[src/rtl/dl11_pkg.sv]
// Shared constants and state types for the DL11 console host register block.
package dl11_pkg;

  localparam logic [2:0] RcsrOff = 3'd0;
  localparam logic [2:0] RbufOff = 3'd2;
  localparam logic [2:0] XcsrOff = 3'd4;
  localparam logic [2:0] XbufOff = 3'd6;

  localparam int unsigned DoneBit = 7;
  localparam int unsigned IeBit   = 6;
  localparam int unsigned ErrBit  = 15;
  localparam int unsigned OvrBit  = 14;

  typedef enum logic [1:0] {RxIdle, RxReq, RxRel} rx_state_t;
  typedef enum logic [1:0] {TxIdle, TxReq, TxRel, TxDrain} tx_state_t;

  function automatic logic [2:0] reg_off(input logic [1:0] sel);
    return {sel, 1'b0};
  endfunction

endpackage

[src/rtl/sync_bit.sv]
// Multi-flop synchronizer for one level signal arriving from the uart clock domain.
module sync_bit #(
  parameter int unsigned Stages   = 2,
  parameter logic        ResetVal = 1'b0
) (
  input  logic clk_i,
  input  logic rst_ni,
  input  logic d_i,
  output logic q_o
);

  logic [Stages-1:0] sync_q;

  always_ff @(posedge clk_i or negedge rst_ni) begin
    if (!rst_ni) begin
      sync_q <= {Stages{ResetVal}};
    end else begin
      sync_q <= {sync_q[Stages-2:0], d_i};
    end
  end

  assign q_o = sync_q[Stages-1];

endmodule

[src/rtl/dl11_host.sv]
// DL11 console register block driving the uart load/unload 4-phase handshakes.
// Optional RBUF OVERRUN/ERR flags are built when DL11_RBUF_ERR_EN is defined.
module dl11_host
  import dl11_pkg::*;
#(
  parameter logic [12:0] BaseAddr   = 13'o17560,
  parameter int unsigned SyncStages = 2
) (
  input  logic        clk_i,
  input  logic        rst_ni,
  input  logic [12:0] bus_addr_i,
  input  logic        bus_rd_i,
  input  logic        bus_wr_i,
  input  logic [15:0] bus_wdata_i,
  output logic [15:0] bus_rdata_o,
  output logic        bus_hit_o,
  output logic        rx_int_o,
  output logic        tx_int_o,
  output logic        ld_tx_req_o,
  input  logic        ld_tx_ack_i,
  output logic [7:0]  tx_data_o,
  input  logic        tx_empty_i,
  output logic        uld_rx_req_o,
  input  logic        uld_rx_ack_i,
  input  logic [7:0]  rx_data_i,
  input  logic        rx_empty_i
);

  logic tx_ack_s, tx_empty_s, rx_ack_s, rx_empty_s;

  // Acks reset high so a handshake left open by a reset must visibly close before re-arming.
  sync_bit #(.Stages(SyncStages), .ResetVal(1'b1)) u_sync_tx_ack (
    .clk_i(clk_i), .rst_ni(rst_ni), .d_i(ld_tx_ack_i), .q_o(tx_ack_s));
  sync_bit #(.Stages(SyncStages), .ResetVal(1'b1)) u_sync_tx_empty (
    .clk_i(clk_i), .rst_ni(rst_ni), .d_i(tx_empty_i), .q_o(tx_empty_s));
  sync_bit #(.Stages(SyncStages), .ResetVal(1'b1)) u_sync_rx_ack (
    .clk_i(clk_i), .rst_ni(rst_ni), .d_i(uld_rx_ack_i), .q_o(rx_ack_s));
  sync_bit #(.Stages(SyncStages), .ResetVal(1'b1)) u_sync_rx_empty (
    .clk_i(clk_i), .rst_ni(rst_ni), .d_i(rx_empty_i), .q_o(rx_empty_s));

  rx_state_t   rx_state_q, rx_state_d;
  tx_state_t   tx_state_q, tx_state_d;
  logic        uld_rx_req_q, uld_rx_req_d, ld_tx_req_q, ld_tx_req_d;
  logic        done_q, rx_ie_q, ready_q, ready_d, tx_ie_q;
  logic [7:0]  rbuf_q, tx_data_q, tx_data_d;
  logic [15:0] bus_rdata_q, rdata_mux;
  logic        bus_hit_q, rx_capture, rbuf_err, rbuf_ovr;

  logic       addr_hit, rd_hit, wr_hit, rbuf_rd, tx_accept;
  logic [2:0] off;
  logic       unused_bits;

  assign addr_hit  = (bus_addr_i[12:3] == BaseAddr[12:3]);
  assign off       = reg_off(bus_addr_i[2:1]);
  assign rd_hit    = bus_rd_i & addr_hit;
  assign wr_hit    = bus_wr_i & addr_hit;
  assign rbuf_rd   = rd_hit & (off == RbufOff);
  // READY is sampled pre-update, so a write coinciding with READY rising is dropped.
  assign tx_accept = wr_hit & (off == XbufOff) & ready_q;
  assign unused_bits = ^{bus_addr_i[0], bus_wdata_i[15:8]};

  always_comb begin
    rx_state_d   = rx_state_q;
    uld_rx_req_d = uld_rx_req_q;
    rx_capture   = 1'b0;
    unique case (rx_state_q)
      RxIdle: if (!rx_empty_s && !rx_ack_s) begin
        rx_state_d   = RxReq;
        uld_rx_req_d = 1'b1;
      end
      RxReq: if (rx_ack_s) begin
        rx_state_d   = RxRel;
        uld_rx_req_d = 1'b0;
        rx_capture   = 1'b1;
      end
      RxRel: if (!rx_ack_s) rx_state_d = RxIdle;
      default: rx_state_d = RxIdle;
    endcase
  end

  always_comb begin
    tx_state_d  = tx_state_q;
    ld_tx_req_d = ld_tx_req_q;
    ready_d     = ready_q;
    tx_data_d   = tx_data_q;
    unique case (tx_state_q)
      TxIdle: if (tx_accept) begin
        tx_state_d  = TxReq;
        ld_tx_req_d = 1'b1;
        ready_d     = 1'b0;
        tx_data_d   = bus_wdata_i[7:0];
      end
      TxReq: if (tx_ack_s) begin
        tx_state_d  = TxRel;
        ld_tx_req_d = 1'b0;
      end
      TxRel:   if (!tx_ack_s) tx_state_d = TxDrain;
      TxDrain: if (tx_empty_s) begin
        tx_state_d = TxIdle;
        ready_d    = 1'b1;
      end
      default: tx_state_d = TxIdle;
    endcase
  end

  always_comb begin
    rdata_mux = '0;
    unique case (off)
      RcsrOff: begin
        rdata_mux[DoneBit] = done_q;
        rdata_mux[IeBit]   = rx_ie_q;
      end
      RbufOff: begin
        rdata_mux[7:0]    = rbuf_q;
        rdata_mux[ErrBit] = rbuf_err;
        rdata_mux[OvrBit] = rbuf_ovr;
      end
      XcsrOff: begin
        rdata_mux[DoneBit] = ready_q;
        rdata_mux[IeBit]   = tx_ie_q;
      end
      default: rdata_mux = '0;
    endcase
  end

  always_ff @(posedge clk_i or negedge rst_ni) begin
    if (!rst_ni) begin
      rx_state_q   <= RxIdle;
      tx_state_q   <= TxIdle;
      uld_rx_req_q <= 1'b0;
      ld_tx_req_q  <= 1'b0;
      ready_q      <= 1'b1;
      tx_data_q    <= '0;
      done_q       <= 1'b0;
      rbuf_q       <= '0;
      rx_ie_q      <= 1'b0;
      tx_ie_q      <= 1'b0;
      bus_rdata_q  <= '0;
      bus_hit_q    <= 1'b0;
    end else begin
      rx_state_q   <= rx_state_d;
      tx_state_q   <= tx_state_d;
      uld_rx_req_q <= uld_rx_req_d;
      ld_tx_req_q  <= ld_tx_req_d;
      ready_q      <= ready_d;
      tx_data_q    <= tx_data_d;
      // Capture outranks the clear-on-read of DONE.
      if (rx_capture) begin
        rbuf_q <= rx_data_i;
        done_q <= 1'b1;
      end else if (rbuf_rd) begin
        done_q <= 1'b0;
      end
      if (wr_hit && off == RcsrOff) rx_ie_q <= bus_wdata_i[IeBit];
      if (wr_hit && off == XcsrOff) tx_ie_q <= bus_wdata_i[IeBit];
      if (bus_rd_i) bus_rdata_q <= addr_hit ? rdata_mux : 16'h0000;
      if (bus_rd_i || bus_wr_i) bus_hit_q <= addr_hit;
    end
  end

`ifdef DL11_RBUF_ERR_EN
  logic err_q, ovr_q;

  always_ff @(posedge clk_i or negedge rst_ni) begin
    if (!rst_ni) begin
      err_q <= 1'b0;
      ovr_q <= 1'b0;
    end else if (rx_capture) begin
      if (done_q) begin
        err_q <= 1'b1;
        ovr_q <= 1'b1;
      end
    end else if (rbuf_rd) begin
      err_q <= 1'b0;
      ovr_q <= 1'b0;
    end
  end

  assign rbuf_err = err_q;
  assign rbuf_ovr = ovr_q;
`else
  assign rbuf_err = 1'b0;
  assign rbuf_ovr = 1'b0;
`endif

  assign bus_rdata_o  = bus_rdata_q;
  assign bus_hit_o    = bus_hit_q;
  assign rx_int_o     = done_q & rx_ie_q;
  assign tx_int_o     = ready_q & tx_ie_q;
  assign ld_tx_req_o  = ld_tx_req_q;
  assign uld_rx_req_o = uld_rx_req_q;
  assign tx_data_o    = tx_data_q;

endmodule

[config.mk]
export PLATFORM = sky130hd
export DESIGN_NAME = dl11_host
export DESIGN_NICKNAME = d
export VERILOG_FILES = /design/src/rtl/dl11_pkg.sv /design/src/rtl/sync_bit.sv /design/src/rtl/dl11_host.sv
export SDC_FILE = /design/constraint.sdc
export NUM_CORES = 1
export LEC_CHECK = 0
export ABC_CLOCK_PERIOD_IN_PS = 1750
export CORE_ASPECT_RATIO = 1.5
export CORE_MARGIN = 4
export CORE_UTILIZATION = 44
export DETAILED_ROUTE_END_ITERATION = 6
export HOLD_SLACK_MARGIN = 0.1
export PLACE_DENSITY_LB_ADDON = 0.25
export SLEW_MARGIN = 20
export SYNTH_ARGS = -nofsm -noshare
export SYNTH_HDL_FRONTEND = slang
export SYNTH_SLANG_ARGS = --single-unit
[constraint.sdc]
create_clock -name clk_i -period 1.75 [get_ports clk_i]
set_clock_uncertainty 0.05 [all_clocks]
set_input_delay 0.4375 -clock clk_i [delete_from_list [all_inputs] [get_ports clk_i]]
set_output_delay 0.4375 -clock clk_i [all_outputs]
set_load 0.01 [all_outputs]
==> results of run 1 <==
==> Yosys cell counts, types with 2 or more instances <==
| master | count | share of area (%) |
|---|---|---|
| a21oi_1 | 2 | 0.51 |
| a22o_1 | 7 | 3.1 |
| and2_1 | 2 | 0.63 |
| and3_1 | 2 | 0.63 |
| buf_2 | 3 | 0.76 |
| buf_4 | 9 | 3.4 |
| dfrtp_1 | 34 | 43 |
| dfstp_2 | 9 | 12 |
| ha_1 | 5 | 3.2 |
| inv_1 | 8 | 1.5 |
| mux2_2 | 11 | 6.3 |
| mux2_4 | 9 | 6.9 |
| mux2i_1 | 3 | 1.5 |
| nand2_1 | 8 | 1.5 |
| nand2b_1 | 2 | 0.63 |
| nor2_1 | 3 | 0.57 |
| nor3_1 | 2 | 0.51 |
| o21ai_0 | 5 | 1.3 |
| o2bb2ai_1 | 3 | 1.3 |
==> layout make-up <==
class                           instances  area share [%]
Tap cell                               46            2.08
Sequential cell                        43            39.4
Clock inverter                          3           0.725
Multi-Input combinational cell         87            29.3
Clock buffer                            5            2.49
Timing Repair Buffer                   72            25.0
Inverter                                8            1.09
==> power by group <==
| part | leakage [nW] | internal, mW | total [mW] | switching (mW) |
|---|---|---|---|---|
| Combinational | 0.784 | 0.363 | 0.625 | 0.263 |
| Clock | 0.0402 | 0.278 | 0.624 | 0.346 |
| Sequential | 0.535 | 1.12 | 1.20 | 0.0773 |
| Total | 1.36 | 1.76 | 2.44 | 0.686 |
==> registers in the layout (all words and copies together) (netlist names) <==
| name | count |
|---|---|
| rx_ie_q | 1 |
| u_sync_tx_empty.sync_q | 2 |
| tx_data_o | 8 |
| bus_hit_o | 1 |
| u_sync_rx_empty.sync_q | 2 |
| bus_rdata_o | 8 |
| u_sync_tx_ack.sync_q | 2 |
| done_q | 1 |
| tx_state_q | 2 |
| rbuf_q | 8 |
| rx_state_q | 2 |
| uld_rx_req_o | 1 |
| ld_tx_req_o | 1 |
| u_sync_rx_ack.sync_q | 2 |
| tx_ie_q | 1 |
| ready_q | 1 |
==> repair_timing <==
item                       CTS  global route
setup buffers                1             4
resized for setup           13            10
gates cloned                 0             0
pin swaps                    4             4
setup endpoints to repair   21            20
==> metal layers <==
metal	GRT usage, %	vias up	wire (µm)
met4	4.97	0	45
met3	4.24	4	208
met2	30.5	37	2450
met5	0	-	0
li1	-	631	-
met1	17.5	669	1610
==> cells by family (layout without fill, tap and decap cells) <==
kind of cell,count (synthesis),in the layout,synth area share (%)
AOI/OAI and AO/OA,20,20,8.44
xor gates and xnor gates,1,1,0.444
adders and majority gates,5,5,3.17
buffers and inverters,21,88,6.28
DFF,43,43,55.1
muxes,23,23,14.7
other,1,8,0.190
and+or+nand+nor,30,30,11.7
==> through the flow <==
step / TNS [ns] / cells
3_3_place_gp: -6.84 / 251
3_5_place_dp: -8.19 / 251
5_1_grt: -0.0709 / 264
6_report: -0.00217 / 264
2_1_floorplan: 0 / 151
4_1_cts: 0 / 260
==> how the worst min path moves through the flow <==
stage                       startpoint                       to  slack, ns  cells after the start
2_1_floorplan                   rst_ni                bus_hit_o       0.09                      0
3_3_place_gp   u_sync_rx_ack.sync_q[0]  u_sync_rx_ack.sync_q[1]       0.30                      0
3_5_place_dp   u_sync_tx_ack.sync_q[0]  u_sync_tx_ack.sync_q[1]       0.30                      0
4_1_cts                         rst_ni             tx_data_o[4]       0.16                      2
5_1_grt                         rst_ni             tx_data_o[4]       0.19                      2
6_report                        rst_ni             tx_data_o[4]       0.15                      2
==> metrics.csv, run 1 <==
stage,metric,value,unit
run_status,status,"complete, but fails checks",
run_status,violations,setup timing,
finish,multi_input_area,810,µm²
clock_network,ctsHoldBuffers,0,
setup_path,crit_path_end,tx_state_q[1],
clock_network,clock_sinks,43,
yosys,avgSynthCellArea,13.7,µm²
sta,finalCriticalPeriod,1.75,ns
placed_design,placed_area,0.00261,mm²
setup_path,rr_endpoint,tx_state_q[1],
setup_path,end_kind,flip-flop,
placed_design,port_buffers,56,
setup_path,critical_path.top_delay_family,flip-flops,
finish,regArea,0.00109,mm²
power_and_ir_drop,power,2.44,mW
setup_path,cp_num_buf_inv,0,
sta,slew_headroom,64.8,%
sta,finalMaxSlewViolations,0,
global_routing,grt_pass1_wl,7.33,mm
yosys,async_flop_share,100,%
route,drt_iter0_markers,17,
power_and_ir_drop,power_density,885,mW/mm²
clock_network,root_buffer,clkbuf_8,
yosys,synth_flop_cell,dfrtp_1,
global_routing,overflow,0,
global_routing,antenna_found_initial,0,
finish,design_area,0.00276,mm²
floorplan,design.die.area,0.00564,mm²
floorplan,placementRows,29,
floorplan,core_area,0.00428,mm²
setup_path,slowest_stage,dfstp_2,
global_routing,grt.total_usage,16.3,%
yosys,synth-edff-count,0,
floorplan,die_h,90.0,µm
setup_path,required,1.89,ns
placed_design,hpwl,3.32,mm
power_and_ir_drop,leakagePower,1.36,nW
setup_path,worstRegToRegCells,4,
global_routing,grt_pass1_vias,1531,
finish,nets,267,
route,viasPerCell,5.08,
setup_path,critical_path.max_fanout,5,
setup_path,r2r_start,ready_q,
route,drc_errors,0,
yosys,yosys.cell_types.count,36,
route,dr.pass1.iters,4,
clock_network,clkLatencyLatePin,0.30,ns
route,routed_wl,4.32,mm
floorplan,fp.dieW,62.7,µm
global_routing,grt_max_degree,44,
clock_network,clk_pin_slew,0.09,ns
finish,final_cell_mix,"clkdlybuf4s50_1 (38), dfrtp_1 (34), buf_4 (14)",
finish,synthToLayoutAreaGrowth,40.1,%
setup_path,setup.worst_path.start,ready_q,
sta,worst_pin_slew,0.529,ns
route,vias,1341,
flow_run,max_cap_violations,0,
yosys,ys_seq_elements,43,
route,final_antenna_net_count,0,
placed_design,place_ws,-0.444,ns
sta,max_freq,571,MHz
setup_path,worst-path-stages,4,
setup_path,cp-start-kind,flip-flop,
finish,n_antenna_cell,0,
setup_path,cpPeakStageDelay,0.59,ns
sta,timing.final.crit_share,100,%
setup_path,reg2reg_slack,-0.002,ns
setup_path,crit_chain,"nand4_4, o41ai_4, nand3_2, mux2_4",
yosys,synth_area,0.00197,mm²
sta,whs,0.150,ns
sta,finalHoldViolCount,0,
sta,setup_ws,-0.00217,ns
finish,drive_gt1_share,29.4,%
yosys,ys_warn_count,0,
yosys,syn-instance-count,144,
finish,mostFrequentLayoutCell,clkdlybuf4s50_1,
setup_path,critPathArrivalTime,1.89,ns
finish,fill_cells,334,
sta,setup_viol,1,
finish,utilization,64.5,%
clock_network,cts_tree,built,
placed_design,gp_congestion,0.756,
clock_network,htree_levels,2,
min_path,hold_path_class,primary input to asynchronous set/reset pin,
floorplan,initial_core_util,46.1,%
setup_path,critPathKind,flip-flop to flip-flop,
clock_network,cts-buffers-inserted,5,
clock_network,ctsLongestPathBuffers,2,
yosys,yosysSeqAreaShare,55.1,%
power_and_ir_drop,irDropWorstVdd,915,µV
floorplan,ioPinCount,74,
route,routedWlPerCell,16.4,µm
(Power assumes the default switching activity.)
==> inputs of run 2 (changes only) <==
--- a/config.mk
+++ b/config.mk
@@ -6,9 +6,11 @@
 export NUM_CORES = 1
 export LEC_CHECK = 0
 export ABC_CLOCK_PERIOD_IN_PS = 1750
+export CELL_PAD_IN_SITES_DETAIL_PLACEMENT = 1
+export CELL_PAD_IN_SITES_GLOBAL_PLACEMENT = 2
 export CORE_ASPECT_RATIO = 1.5
 export CORE_MARGIN = 4
-export CORE_UTILIZATION = 44
+export CORE_UTILIZATION = 28
 export DETAILED_ROUTE_END_ITERATION = 6
 export HOLD_SLACK_MARGIN = 0.1
 export PLACE_DENSITY_LB_ADDON = 0.25
==> metrics.csv, run 2 (synthesized netlist as in run 1, its figures left out) <==
stage,metric,value,unit,change
finish,n_antenna_cell,0,,unchanged
run_status,status,"complete, no violations",,"was complete, but fails checks"
route,routedWlPerCell,15.9,µm,was 16.4 µm
finish,fill_cells,728,,was 334
route,vias,1351,,was 1341
sta,finalCriticalPeriod,1.72,ns,was 1.75 ns
global_routing,gr-usage-met3,2.76,%,was 4.24%
clock_network,clock_sinks,43,,unchanged
floorplan,design.die.area,0.00848,mm²,was 0.00564 mm²
setup_path,critical_path.max_fanout,3,,was 5
placed_design,gp_congestion,0.716,,was 0.756
finish,regArea,0.00109,mm²,unchanged
sta,finalHoldViolCount,0,,unchanged
floorplan,core_area,0.00685,mm²,was 0.00428 mm²
route,viasPerCell,4.53,,was 5.08
clock_network,ctsLongestPathBuffers,2,,unchanged
clock_network,clk_pin_slew,0.08,ns,was 0.09 ns
placed_design,hpwl,3.87,mm,was 3.32 mm
finish,drive_gt1_share,28.2,%,was 29.4%
placed_design,port_buffers,56,,unchanged
global_routing,grt_use_met2,22.4,%,was 30.5%
finish,mostFrequentLayoutCell,clkdlybuf4s50_1,,unchanged
setup_path,cp-start-kind,primary input,,was flip-flop
power_and_ir_drop,irDropWorstVdd,546,µV,was 915 µV
clock_network,cts_tree,built,,unchanged
setup_path,worstRegToRegCells,5,,was 4
min_path,whs_path_depth,0,,
floorplan,die_h,111,µm,was 90.0 µm
clock_network,clkLatencyLatePin,0.29,ns,was 0.30 ns
sta,finalMaxSlewViolations,0,,unchanged
route,final_antenna_net_count,0,,unchanged
finish,final_cell_mix,"clkdlybuf4s50_1 (37), dfrtp_1 (34), buf_4 (14)",,"was clkdlybuf4s50_1 (38), dfrtp_1 (34), buf_4 (14)"
global_routing,overflow,0,,unchanged
floorplan,placementRows,37,,was 29
power_and_ir_drop,power,2.39,mW,was 2.44 mW
global_routing,grt_max_degree,19,,was 44
clock_network,cts-buffers-inserted,5,,unchanged
floorplan,initial_core_util,28.8,%,was 46.1%
route,drt_iter0_markers,24,,was 17
global_routing,grt_pass1_wl,8.10,mm,was 7.33 mm
setup_path,required,1.88,ns,was 1.89 ns
flow_run,max_cap_violations,0,,unchanged
power_and_ir_drop,leakagePower,1.36,nW,about the same
global_routing,top_usage_layer,met2,,unchanged
global_routing,grt_pass1_vias,1605,,was 1531
min_path,hold_path_class,flip-flop to flip-flop,,was primary input to asynchronous set/reset pin
setup_path,end_kind,flip-flop,,unchanged
finish,multi_input_area,810,µm²,unchanged
finish,nets,269,,was 267
route,routed_wl,4.74,mm,was 4.32 mm
floorplan,ioPinCount,74,,unchanged
setup_path,critPathArrivalTime,1.86,ns,was 1.89 ns
sta,max_freq,581,MHz,was 571 MHz
global_routing,antenna_found_initial,0,,unchanged
sta,rsz0062_at_grt,yes,,
floorplan,fp.dieW,76.5,µm,was 62.7 µm
finish,utilization,41.2,%,was 64.5%
power_and_ir_drop,power_density,848,mW/mm²,was 885 mW/mm²
clock_network,root_buffer,clkbuf_8,,unchanged
route,drc_errors,0,,unchanged
route,dr.pass1.iters,2,,was 4
sta,setup_viol,0,,was 1
global_routing,grt.total_usage,12.0,%,was 16.3%
finish,synthToLayoutAreaGrowth,43.1,%,was 40.1%
clock_network,htree_levels,2,,unchanged
setup_path,critPathKind,primary input to flip-flop,,was flip-flop to flip-flop
sta,timing.final.crit_share,98.4,%,was 100%
global_routing,use_met1,12.9,%,was 17.5%
run 2: cell count changes in the layout (fill, tap and decap cells not counted), sizes merged:
cell / delta
dlymetal6s2s: -2
dlygate4sd3: +1
buf: +1
clkdlybuf4s50: -1
clkdlybuf4s15: +1
clkbuf: +1
dlygate4sd2: +3
clkinvlp: -2
run 2: routing by layer:
metal / wire length [µm] / share of wire, % / vias up
met2: 2730 / 58 / 37
met5: 0 / 0 / -
met3: 156 / 3.3 / 6
met1: 1800 / 38 / 676
met4: 55 / 1.2 / 0
li1: - / - / 632
run 2: worst paths after layout:
kind                                      startpoint                         to  slack (ns)
max                                         bus_wr_i              tx_state_q[1]        0.03
min                        u_sync_rx_empty.sync_q[0]  u_sync_rx_empty.sync_q[1]        0.31
max reg2reg                                  ready_q              tx_state_q[1]        0.06
min reg2reg                u_sync_rx_empty.sync_q[0]  u_sync_rx_empty.sync_q[1]        0.31
max in group asynchronous                     rst_ni    u_sync_rx_ack.sync_q[1]        0.53
min in group asynchronous                     rst_ni             bus_rdata_o[0]        0.54
run 2: cell type report:
cell class              instances  area share, %
clock buffers                   7           2.71
clock inverters                 1          0.177
inverters                       8           1.06
multi-input cells              87           28.7
flip-flops and latches         43           38.5
well taps                      78           3.46
repair buffers                 74           25.4
run 2: report_power, final:
group,switching [mW],total (mW),internal [mW]
Sequential,0.0780,1.20,1.12
Clock,0.325,0.605,0.280
Combinational,0.268,0.591,0.323
run 2: timing repair:
action / 4_1_cts / 5_1_grt
resized for setup: 18 / 5
hold buffers: 1 / 0
pin swaps: 4 / 0
setup buffers: 1 / 0
gates cloned: 0 / 0
hold endpoints to repair: 11 / 0
endpoints found under the setup margin: 20 / 8
run 2: critical path, stage by stage:
cell and delay (ns):
clkdlybuf4s50_1 0.52, nand4_4 0.14, o41ai_4 0.29, nand3_2 0.14, mux2_4 0.32
run 2: through the flow:
| step | hold slack (ns) | instance area (µm²) | std cells | worst slack (ns) | TNS [ns] |
|---|---|---|---|---|---|
| final | 0.306 | 2820 | 298 | 0.0274 | 0 |
| after global placement | 0.296 | 2700 | 288 | -0.411 | -7.63 |
| after floorplan | 0.0919 | 2000 | 151 | 0.129 | 0 |
| after CTS | 0.308 | 2810 | 298 | 0.00236 | 0 |
| after detailed placement | 0.297 | 2700 | 288 | -0.438 | -8.13 |
| after global routing | 0.311 | 2820 | 298 | -0.0362 | -0.0421 |
